[src/rtl/vga2tmds_encoder_if.sv]
// Pixel/sync bundle between the VGA timing stage and the TMDS encoder.
//   in_red/in_green/in_blue : 8-bit pixel components
//   in_hsync/in_vsync       : sync levels, carried on blue C0/C1 during blanking
//   in_de                   : 1 = active pixel, 0 = blanking (control token)
//   out_red/green/blue      : 10-bit TMDS symbols (channels 2/1/0)
// master = VGA side (drives pixels), slave = encoder (drives symbols).
interface vga2tmds_encoder_if;
    logic [7:0] in_red;
    logic [7:0] in_green;
    logic [7:0] in_blue;
    logic       in_hsync;
    logic       in_vsync;
    logic       in_de;
    logic [9:0] out_red;
    logic [9:0] out_green;
    logic [9:0] out_blue;

    modport master (
        output in_red, in_green, in_blue, in_hsync, in_vsync, in_de,
        input  out_red, out_green, out_blue
    );

    modport slave (
        input  in_red, in_green, in_blue, in_hsync, in_vsync, in_de,
        output out_red, out_green, out_blue
    );
endinterface

[src/rtl/vga2tmds_encoder.sv]
// DVI 1.0 TMDS encoder: three independent 3-stage channel pipelines.
// Ports:
//   clk_pixel      : pixel clock
//   rst_n          : synchronous active-low reset (wins over clk_pixel_ena)
//   clk_pixel_ena  : pipeline advance; every register holds when low
//   bus (slave)    : RGB/hsync/vsync/de in, three 10-bit symbols out
// Lane 0 = blue, lane 1 = green, lane 2 = red.

// One TMDS channel.
//   S1: register data/de/C, count ones of data
//   S2: transition-minimised q_m, ones/zeros of q_m[7:0]
//   S3: DC balance or control token, running disparity
module tmds_lane (
    input  logic       clk,
    input  logic       rst_n,
    input  logic       ena,
    input  logic [7:0] d,
    input  logic       de,
    input  logic [1:0] c,
    output logic [9:0] sym
);
    localparam logic [9:0] TOK_00 = 10'b1101010100;
    localparam logic [9:0] TOK_01 = 10'b0010101011;
    localparam logic [9:0] TOK_10 = 10'b0101010100;
    localparam logic [9:0] TOK_11 = 10'b1010101011;
    localparam logic signed [5:0] CNT_MAX = 6'sd16;
    localparam logic signed [5:0] CNT_MIN = -6'sd16;

    function automatic logic [3:0] ones8(input logic [7:0] v);
        logic [3:0] n;
        n = '0;
        for (int i = 0; i < 8; i++) n = n + {3'b000, v[i]};
        return n;
    endfunction

    // S1
    logic [7:0] d1_q, d1_d;
    logic       de1_q, de1_d;
    logic [1:0] c1_q, c1_d;
    logic [3:0] n1d_q, n1d_d;
    // S2
    logic [8:0] qm_q, qm_d;
    logic       de2_q, de2_d;
    logic [1:0] c2_q, c2_d;
    logic [3:0] n1q_q, n1q_d;
    logic [3:0] n0q_q, n0q_d;
    logic       use_xnor;
    // S3
    logic [9:0]        sym_q, sym_d;
    logic signed [5:0] cnt_q, cnt_d;
    logic signed [5:0] n1s, n0s, diff;

    always_comb begin
        d1_d  = d;
        de1_d = de;
        c1_d  = c;
        n1d_d = ones8(d);
    end

    always_comb begin
        use_xnor = (n1d_q > 4'd4) || ((n1d_q == 4'd4) && !d1_q[0]);
        qm_d     = '0;
        qm_d[0]  = d1_q[0];
        for (int i = 1; i < 8; i++)
            qm_d[i] = use_xnor ? ~(qm_d[i-1] ^ d1_q[i]) : (qm_d[i-1] ^ d1_q[i]);
        qm_d[8]  = ~use_xnor;
        n1q_d    = ones8(qm_d[7:0]);
        n0q_d    = 4'd8 - n1q_d;
        de2_d    = de1_q;
        c2_d     = c1_q;
    end

    // N1/N0 are 0..8, so zero-extending to 6-bit signed is exact.
    assign n1s  = $signed({2'b00, n1q_q});
    assign n0s  = $signed({2'b00, n0q_q});
    assign diff = n1s - n0s;

    always_comb begin
        sym_d = sym_q;
        cnt_d = cnt_q;
        if (!de2_q) begin
            cnt_d = '0;
            case (c2_q)
                2'b00:   sym_d = TOK_00;
                2'b01:   sym_d = TOK_01;
                2'b10:   sym_d = TOK_10;
                default: sym_d = TOK_11;
            endcase
        end else if ((cnt_q == 6'sd0) || (n1q_q == n0q_q)) begin
            sym_d = {~qm_q[8], qm_q[8], qm_q[8] ? qm_q[7:0] : ~qm_q[7:0]};
            cnt_d = qm_q[8] ? (cnt_q + diff) : (cnt_q - diff);
        end else if (((cnt_q > 6'sd0) && (n1q_q > n0q_q)) ||
                     ((cnt_q < 6'sd0) && (n0q_q > n1q_q))) begin
            // Invert to pull the running disparity back toward zero.
            sym_d = {1'b1, qm_q[8], ~qm_q[7:0]};
            cnt_d = cnt_q + (qm_q[8] ? 6'sd2 : 6'sd0) - diff;
        end else begin
            sym_d = {1'b0, qm_q[8], qm_q[7:0]};
            cnt_d = cnt_q - (qm_q[8] ? 6'sd0 : 6'sd2) + diff;
        end
    end

    always_ff @(posedge clk) begin
        if (!rst_n) begin
            d1_q  <= '0;
            de1_q <= 1'b0;
            c1_q  <= '0;
            n1d_q <= '0;
            qm_q  <= '0;
            de2_q <= 1'b0;
            c2_q  <= '0;
            n1q_q <= '0;
            n0q_q <= '0;
            sym_q <= TOK_00;
            cnt_q <= '0;
        end else if (ena) begin
            d1_q  <= d1_d;
            de1_q <= de1_d;
            c1_q  <= c1_d;
            n1d_q <= n1d_d;
            qm_q  <= qm_d;
            de2_q <= de2_d;
            c2_q  <= c2_d;
            n1q_q <= n1q_d;
            n0q_q <= n0q_d;
            sym_q <= sym_d;
            cnt_q <= cnt_d;
        end
    end

    assign sym = sym_q;

    // The algorithm keeps disparity well inside +/-16; leaving that band means a broken update.
    a_cnt_range: assert property (@(posedge clk) disable iff (!rst_n)
        (cnt_q >= CNT_MIN) && (cnt_q <= CNT_MAX));
endmodule

module vga2tmds_encoder #(
    parameter bit c_ctrl_on_blue = 1'b1
) (
    input  logic              clk_pixel,
    input  logic              rst_n,
    input  logic              clk_pixel_ena,
    vga2tmds_encoder_if.slave bus
);
    localparam int NUM_LANES = 3;

    logic [NUM_LANES-1:0][7:0] lane_d;
    logic [NUM_LANES-1:0][1:0] lane_c;
    logic [NUM_LANES-1:0][9:0] lane_sym;

    always_comb begin
        lane_d    = {bus.in_red, bus.in_green, bus.in_blue};
        lane_c    = '0;
        // C1C0 = vsync,hsync on blue only; green/red always send C=00.
        lane_c[0] = c_ctrl_on_blue ? {bus.in_vsync, bus.in_hsync} : 2'b00;
    end

    for (genvar i = 0; i < NUM_LANES; i++) begin : g_lane
        tmds_lane u_lane (
            .clk   (clk_pixel),
            .rst_n (rst_n),
            .ena   (clk_pixel_ena),
            .d     (lane_d[i]),
            .de    (bus.in_de),
            .c     (lane_c[i]),
            .sym   (lane_sym[i])
        );
    end

    assign bus.out_blue  = lane_sym[0];
    assign bus.out_green = lane_sym[1];
    assign bus.out_red   = lane_sym[2];
endmodule

[src/flat_wrapper.sv]
// flat-port wrapper written by rule: the top's interface ports become plain ports
module vga2tmds_encoder_flat 
#(
    parameter bit c_ctrl_on_blue = 1'b1
)
  (clk_pixel, rst_n, clk_pixel_ena, bus_in_red, bus_in_green, bus_in_blue, bus_in_hsync, bus_in_vsync, bus_in_de, bus_out_red, bus_out_green, bus_out_blue);
  vga2tmds_encoder_if bus_i ();
  input  logic clk_pixel;
  input  logic rst_n;
  input  logic clk_pixel_ena;
  input wire logic [$bits(bus_i.in_red)-1:0] bus_in_red;
  input wire logic [$bits(bus_i.in_green)-1:0] bus_in_green;
  input wire logic [$bits(bus_i.in_blue)-1:0] bus_in_blue;
  input wire logic [$bits(bus_i.in_hsync)-1:0] bus_in_hsync;
  input wire logic [$bits(bus_i.in_vsync)-1:0] bus_in_vsync;
  input wire logic [$bits(bus_i.in_de)-1:0] bus_in_de;
  output wire logic [$bits(bus_i.out_red)-1:0] bus_out_red;
  output wire logic [$bits(bus_i.out_green)-1:0] bus_out_green;
  output wire logic [$bits(bus_i.out_blue)-1:0] bus_out_blue;
  assign bus_i.in_red = bus_in_red;
  assign bus_i.in_green = bus_in_green;
  assign bus_i.in_blue = bus_in_blue;
  assign bus_i.in_hsync = bus_in_hsync;
  assign bus_i.in_vsync = bus_in_vsync;
  assign bus_i.in_de = bus_in_de;
  assign bus_out_red = bus_i.out_red;
  assign bus_out_green = bus_i.out_green;
  assign bus_out_blue = bus_i.out_blue;
  vga2tmds_encoder #(.c_ctrl_on_blue(c_ctrl_on_blue)) u_core (.clk_pixel(clk_pixel), .rst_n(rst_n), .clk_pixel_ena(clk_pixel_ena), .bus(bus_i));
endmodule
[config.mk]
export PLATFORM = sky130hd
export DESIGN_NAME = vga2tmds_encoder_flat
export DESIGN_NICKNAME = d
export VERILOG_FILES = /design/src/rtl/vga2tmds_encoder_if.sv /design/src/rtl/vga2tmds_encoder.sv /design/src/flat_wrapper.sv
export SDC_FILE = /design/constraint.sdc
export NUM_CORES = 1
export LEC_CHECK = 0
export BUFFER_PORTS_ARGS = -buffer_cell sky130_fd_sc_hd__buf_4
export CAP_MARGIN = 0
export CORE_AREA = 2 2 172 174
export DETAILED_ROUTE_END_ITERATION = 6
export DIE_AREA = 0 0 174 176
export HOLD_SLACK_MARGIN = 0.06
export PLACE_DENSITY = 0.47
export SYNTH_ARGS = -nofsm -noshare
export SYNTH_HDL_FRONTEND = slang
export SYNTH_SLANG_ARGS = --single-unit
[constraint.sdc]
create_clock -name clk_pixel -period 4.8 [get_ports clk_pixel]
set_clock_uncertainty 0.2 [all_clocks]
set_input_delay 0.48 -clock clk_pixel [delete_from_list [all_inputs] [get_ports clk_pixel]]
set_output_delay 0.48 -clock clk_pixel [all_outputs]
set_load 0.01 [all_outputs]
==> metrics, run 1 <==
Core Box Area 0.0285 mm2; reg2reg end u_core.g_lane[2].u_lane.n0q_q[3]$_SDFFE_PN0P_; Critical Path RT 4.91 ns; antenna-violating nets left 0; Placed Area 0.0104 mm2; Power Density 679 mW/mm2; ys flop type dfxtp_1; Reg clk slew, reported paths 0.06 ns; fin area 0.0110 mm2; register area share after synthesis 0.282; R2R depth 15; clk sink count 135; H-tree Lvls 4; DIE HEIGHT 176 um; postcts setup bufs 0; Slew Limit Fails 0; Net Count, Synth 1204; Setup violations, final 0; DR vias 6969; EDFF count, synth 0; CTS tree done; crit end category flop; worst skew pair latency 0.42 ns; layout cell share with drive strength beyond 1 0.115; minimum clock period 4.46 ns; grt total ovfl 0; num ports 60; largest net degree at the start of global routing 66; top post-synthesis cells by area dfxtp_1 (28%), ha_1 (12%), fa_1 (8.1%); setup TNS 0 ns; flops & latches, synth 135; r2r startpoint u_core.g_lane[2].u_lane.d1_q[0]$_SDFFE_PN0P_; RSZ-0062 raised after global routing false; drt pass-1 iters 4; headroom to the max-slew limit 0.390; largest area contributor in the synthesized netlist dfxtp_1; # DRC 0; global-route usage over all layers 0.146; Crit Path Class flop to flop; r2r setup slk 0.34 ns; status completed; area growth from synthesis to layout 14.9%; Post-Syn Area 0.00960 mm2; most frequent cells after synthesis dfxtp_1 (135), inv_1 (124), ha_1 (92), nor2b_1 (90), mux2i_1 (63); Post-CTS Hold Fix Bufs 0; vias in the first global route 7141; starting density of the core 0.336; worst-margin pin slew 0.909 ns; most frequent CP cell fa_1; worst hold-check path type primary input to flop; WL final 21400 um; port bufs 59; WL/cell 14.4 um; DP HPWL 15800 um; CP Cell Sequence o21ba_1, a31oi_2, xnor3_2, fa_1, fa_1, inv_1, fa_1, ha_1, inv_1, fa_1, xnor2_1, nor3b_1, xnor2_1, nand2_1, o211a_1; Pleak 0.00505 uW; hold path cells 3; Yosys warning count 0; Fin. Hold Viols 0; DR iter-0 viols 254; clock tree buffer depth 2; crit share post-route 0.930; most common cell in the netlist dfxtp_1; crit start category flop; number of distinct library cells after synthesis 55; final RePlAce weighted congestion 0.748; Root Buffer clkbuf_16; CTS Buf Count 17; Rows 62; max cap viols 0; initial antenna violation count 0; Crit path arrival time 4.57 ns; Max FO, Critical Path 6; Post-CTS Resized 0; sink of the worst hold path u_core.g_lane[0].u_lane.de1_q$_SDFFE_PN0P_; Worst path max stage delay 0.51 ns; Yosys top cell area share 0.282; drt via density 4.70; fmax 0.224 GHz; Peak VDD IR 0.340 mV; first-pass GRT wire length 36400 um; DIE WIDTH 174 um; critical hold path startpoint bus_in_de; post-synthesis instance total 1043; Post-Syn Area per Cell 9.20 um2; critical path's slowest cell fa_1; FFs w/ async S/R, synth 0; DIE AREA 0.0306 mm2; # nets final 1246
flip-flops by register name (all words and copies together), names as in the netlist, 9 cells and up:
name	cells
u_core.g_lane.u_lane.n0q_q	9
u_core.g_lane.u_lane.n1q_q	9
u_core.g_lane.u_lane.d1_q	24
u_core.g_lane.u_lane.cnt_q	18
u_core.g_lane.u_lane.n1d_q	12
u_core.g_lane.u_lane.sym	30
u_core.g_lane.u_lane.qm_q	27
power by group:
part,internal (uW),switching (uW)
clock network,830,546
registers,1250,94.9
logic,2240,2530
total,4320,3170
metrics by stage:
stage / utilization / cells / hold WS (ns) / setup WS [ns] / total power [uW]
after floorplan: - / 1043 / 0.253 / 0.541 / 5280
after global routing: 0.386 / 1482 / 0.112 / 0.0483 / 8400
after global placement: 0.365 / 1450 / 0.240 / 0.349 / 6140
after CTS: 0.386 / 1482 / 0.111 / 0.223 / 7600
final: 0.386 / 1483 / 0.127 / 0.336 / 7490
after detailed placement: 0.365 / 1450 / 0.251 / 0.237 / 6150
final cells by class:
type	count	area, um2
Clock inverter	15	189
Clock buffer	17	425
Antenna cell	1	2.50
Tap cell	384	480
Sequential cell	135	2700
Fill cell	2956	17500
Timing Repair Buffer	67	503
Inverter	124	465
Multi-Input combinational cell	740	6260
metal layers:
layer / GRT usage / vias to the layer above / wire length [um]
li1: - / 3592 / -
met1: 0.206 / 3287 / 11200
met2: 0.228 / 73 / 9400
met3: 0.0284 / 17 / 587
met4: 0.0371 / 0 / 259
met5: 0 / - / 0
worst max-delay path by stage:
stage                                                             from                                             to
after floorplan           u_core.g_lane[0].u_lane.d1_q[0]$_SDFFE_PN0P_  u_core.g_lane[0].u_lane.n0q_q[3]$_SDFFE_PN0P_
after global routing      u_core.g_lane[2].u_lane.d1_q[0]$_SDFFE_PN0P_  u_core.g_lane[2].u_lane.n0q_q[3]$_SDFFE_PN0P_
after CTS                 u_core.g_lane[0].u_lane.d1_q[0]$_SDFFE_PN0P_  u_core.g_lane[0].u_lane.n0q_q[3]$_SDFFE_PN0P_
final                     u_core.g_lane[2].u_lane.d1_q[0]$_SDFFE_PN0P_  u_core.g_lane[2].u_lane.n0q_q[3]$_SDFFE_PN0P_
after detailed placement  u_core.g_lane[0].u_lane.d1_q[0]$_SDFFE_PN0P_  u_core.g_lane[0].u_lane.n0q_q[3]$_SDFFE_PN0P_
after global placement    u_core.g_lane[0].u_lane.d1_q[0]$_SDFFE_PN0P_  u_core.g_lane[0].u_lane.n0q_q[3]$_SDFFE_PN0P_
cell families (layout without fill, tap and decap cells):
logic type,count (synthesis),after routing,synth area share
flip-flops,135,135,0.282
XOR/XNOR,107,107,0.105
AO/OA/AOI/OAI,195,195,0.142
other,0,1,0
adder cells (fa/ha/maj),131,131,0.201
AND/OR/NAND/NOR,244,244,0.138
multiplexers,63,63,0.0657
buffers and inverters,168,223,0.0664
worst max-delay path, delay by kind of cell (launching register included):
kind | cells | cell delay [ns]
compound gates | 3 | 0.52
fa+ha+maj | 5 | 2.01
buf+inv | 2 | 0.11
simple gates | 2 | 0.30
flops | 1 | 0.44
xor+xnor | 3 | 0.78
layout by cell type, fill, tap and decap left out, drive strengths merged, types with 8 or more instances in the layout:
cell type and n:
o211a 21, clkbuf 17, o21a 13, xnor2 66
buf 67, nor3 9, nor2 39, a21o 12
mux2i 63, xor2 38, nand2 47, o21ai 49
nand4 8, nor2b 90, inv 130, dfxtp 135
o22ai 14, fa 39, a21oi 40, ha 92
Power figures use the tool's default switching activity.
==> run 2, diff against run 1 <==
- CORE_AREA: 2 2 172 174 -> 2 2 191 156
- DIE_AREA: 0 0 174 176 -> 0 0 193 158
==> run 2 against run 1 <==
Clock power decreased by 5%; non-clock buffer count unchanged; final area decreased by 0.36%.
==> metrics, run 2 (same netlist as run 1, synthesis figures left out) <==
headroom to the max-slew limit 0.417; R2R depth 15; worst-margin pin slew 0.874 ns; CP Cell Sequence o21ba_1, a31oi_2, xnor3_2, fa_1, fa_1, inv_1, fa_1, ha_1, inv_1, fa_1, xnor2_1, nor3b_1, xnor2_1, nand2_1, o211a_1; max cap viols 0; port bufs 59; hold path cells 3; largest net degree at the start of global routing 89; clk sink count 135; first-pass GRT wire length 35500 um; Comb power frac 0.641; antenna-violating nets left 0; num ports 60; reported net switching power 3120 uW; Post-CTS Resized 0; setup TNS 0 ns; cell-internal power 4280 uW; postcts setup bufs 0; Slew Limit Fails 0; H-tree Lvls 4; DR vias 6899; Power Density 674 mW/mm2; crit start category flop; # DRC 0; DIE WIDTH 193 um; grt total ovfl 0; Max FO, Critical Path 6; Place WS 0.291 ns; Fin. Hold Viols 0; Reg clk slew, reported paths 0.06 ns; Seq pwr share 0.182; DP HPWL 15800 um; most frequent cells in the layout dfxtp_1 (135), inv_1 (124), ha_1 (92); most frequent CP cell fa_1; drt pass-1 iters 5; Root Buffer clkbuf_16; Fillers 2980; area growth from synthesis to layout 14.5%; WL/cell 14.5 um; final RePlAce weighted congestion 0.752; max reg flops 30; WL final 21400 um; DIE AREA 0.0305 mm2; RSZ-0062 raised after global routing false; fmax 0.222 GHz; # nets final 1246; initial antenna violation count 0; worst hold-check path type primary input to flop; met3 wire length 639 um; routed wl met2 9290 um; crit share post-route 0.937; DR iter-0 viols 245; M1 WL 11300 um; DIE HEIGHT 158 um; Crit path arrival time 4.61 ns; Peak VDD IR 0.317 mV; minimum clock period 4.50 ns; Rows 56; Setup violations, final 0; leading cell type in the layout, fill and taps excluded dfxtp_1; crit end category flop; global-route usage over all layers 0.148; Post-CTS Hold Fix Bufs 0; CTS Buf Count 17; Worst path max stage delay 0.51 ns; Top Metal Used met4; status completed; Setup WS post-layout 0.303 ns; clock group share of total power 0.177; critical path's slowest cell fa_1; starting density of the core 0.334; worst skew pair latency 0.43 ns; vias in the first global route 6866; Core Box Area 0.0287 mm2; Critical Path RT 4.92 ns; sw frac 0.422; Crit Path Class flop to flop; drt via density 4.68; clock tree buffer depth 2; CTS tree done; layout cell share with drive strength beyond 1 0.113; Pleak 0.00503 uW; ant diodes 0
[run 2: metrics by stage]
stage | hold slack, ns | cell area [um2] | utilization | total power [uW] | std cells
6_report | 0.116 | 11000 | 0.382 | 7400 | 1475
5_1_grt | 0.112 | 11000 | 0.382 | 8270 | 1475
4_1_cts | 0.0971 | 11000 | 0.382 | 7530 | 1475
3_5_place_dp | 0.244 | 10400 | 0.362 | 6180 | 1443
3_3_place_gp | 0.250 | 10400 | 0.362 | 6140 | 1443
2_1_floorplan | 0.253 | 9600 | - | 5280 | 1043
[run 2: power groups by stage]
| stage | combinational, uW | sequential [uW] | clock (uW) |
|---|---|---|---|
| after global placement | 4770 | 1370 | 0 |
| after detailed placement | 4810 | 1370 | 0 |
| final | 4750 | 1350 | 1310 |
| after CTS | 4830 | 1350 | 1340 |
| after floorplan | 3940 | 1340 | 0 |
| after global routing | 5520 | 1360 | 1390 |
[run 2: area by class of cell]
class                   instances  area, um2  area share
inverters                     124        465      0.0424
well taps                     377        472      0.0429
clock buffers                  21        460      0.0419
flip-flops and latches        135       2700       0.246
multi-input cells             740       6260       0.570
clock inverters                11        125      0.0114
repair buffers                 67        503      0.0458
[run 2: critical path: cells and delay by family, from the launching register on]
family                     cells  cell delay (ns)
adders and majority gates      5             1.99
AOI/OAI and AO/OA              3             0.53
DFF                            1             0.45
buffers and inverters          2             0.09
xor gates and xnor gates       3             0.80
and+or+nand+nor                2             0.32
[run 2: path summary, 6_finish.rpt]
path / from / to / slack [ns]
max: u_core.g_lane[0].u_lane.d1_q[0]$_SDFFE_PN0P_ / u_core.g_lane[0].u_lane.n0q_q[3]$_SDFFE_PN0P_ / 0.30
min reg2reg: u_core.g_lane[1].u_lane.sym[1]$_SDFFE_PN0P_ / u_core.g_lane[1].u_lane.sym[1]$_SDFFE_PN0P_ / 0.25
max reg2reg: u_core.g_lane[0].u_lane.d1_q[0]$_SDFFE_PN0P_ / u_core.g_lane[0].u_lane.n0q_q[3]$_SDFFE_PN0P_ / 0.30
min: bus_in_vsync / u_core.g_lane[0].u_lane.c1_q[1]$_SDFFE_PN0P_ / 0.12
[run 2: metal layers]
metal | track usage | vias up
met5 | 0 | -
met4 | 0.0375 | 0
met2 | 0.228 | 78
met1 | 0.212 | 3225
met3 | 0.0282 | 10
li1 | - | 3586
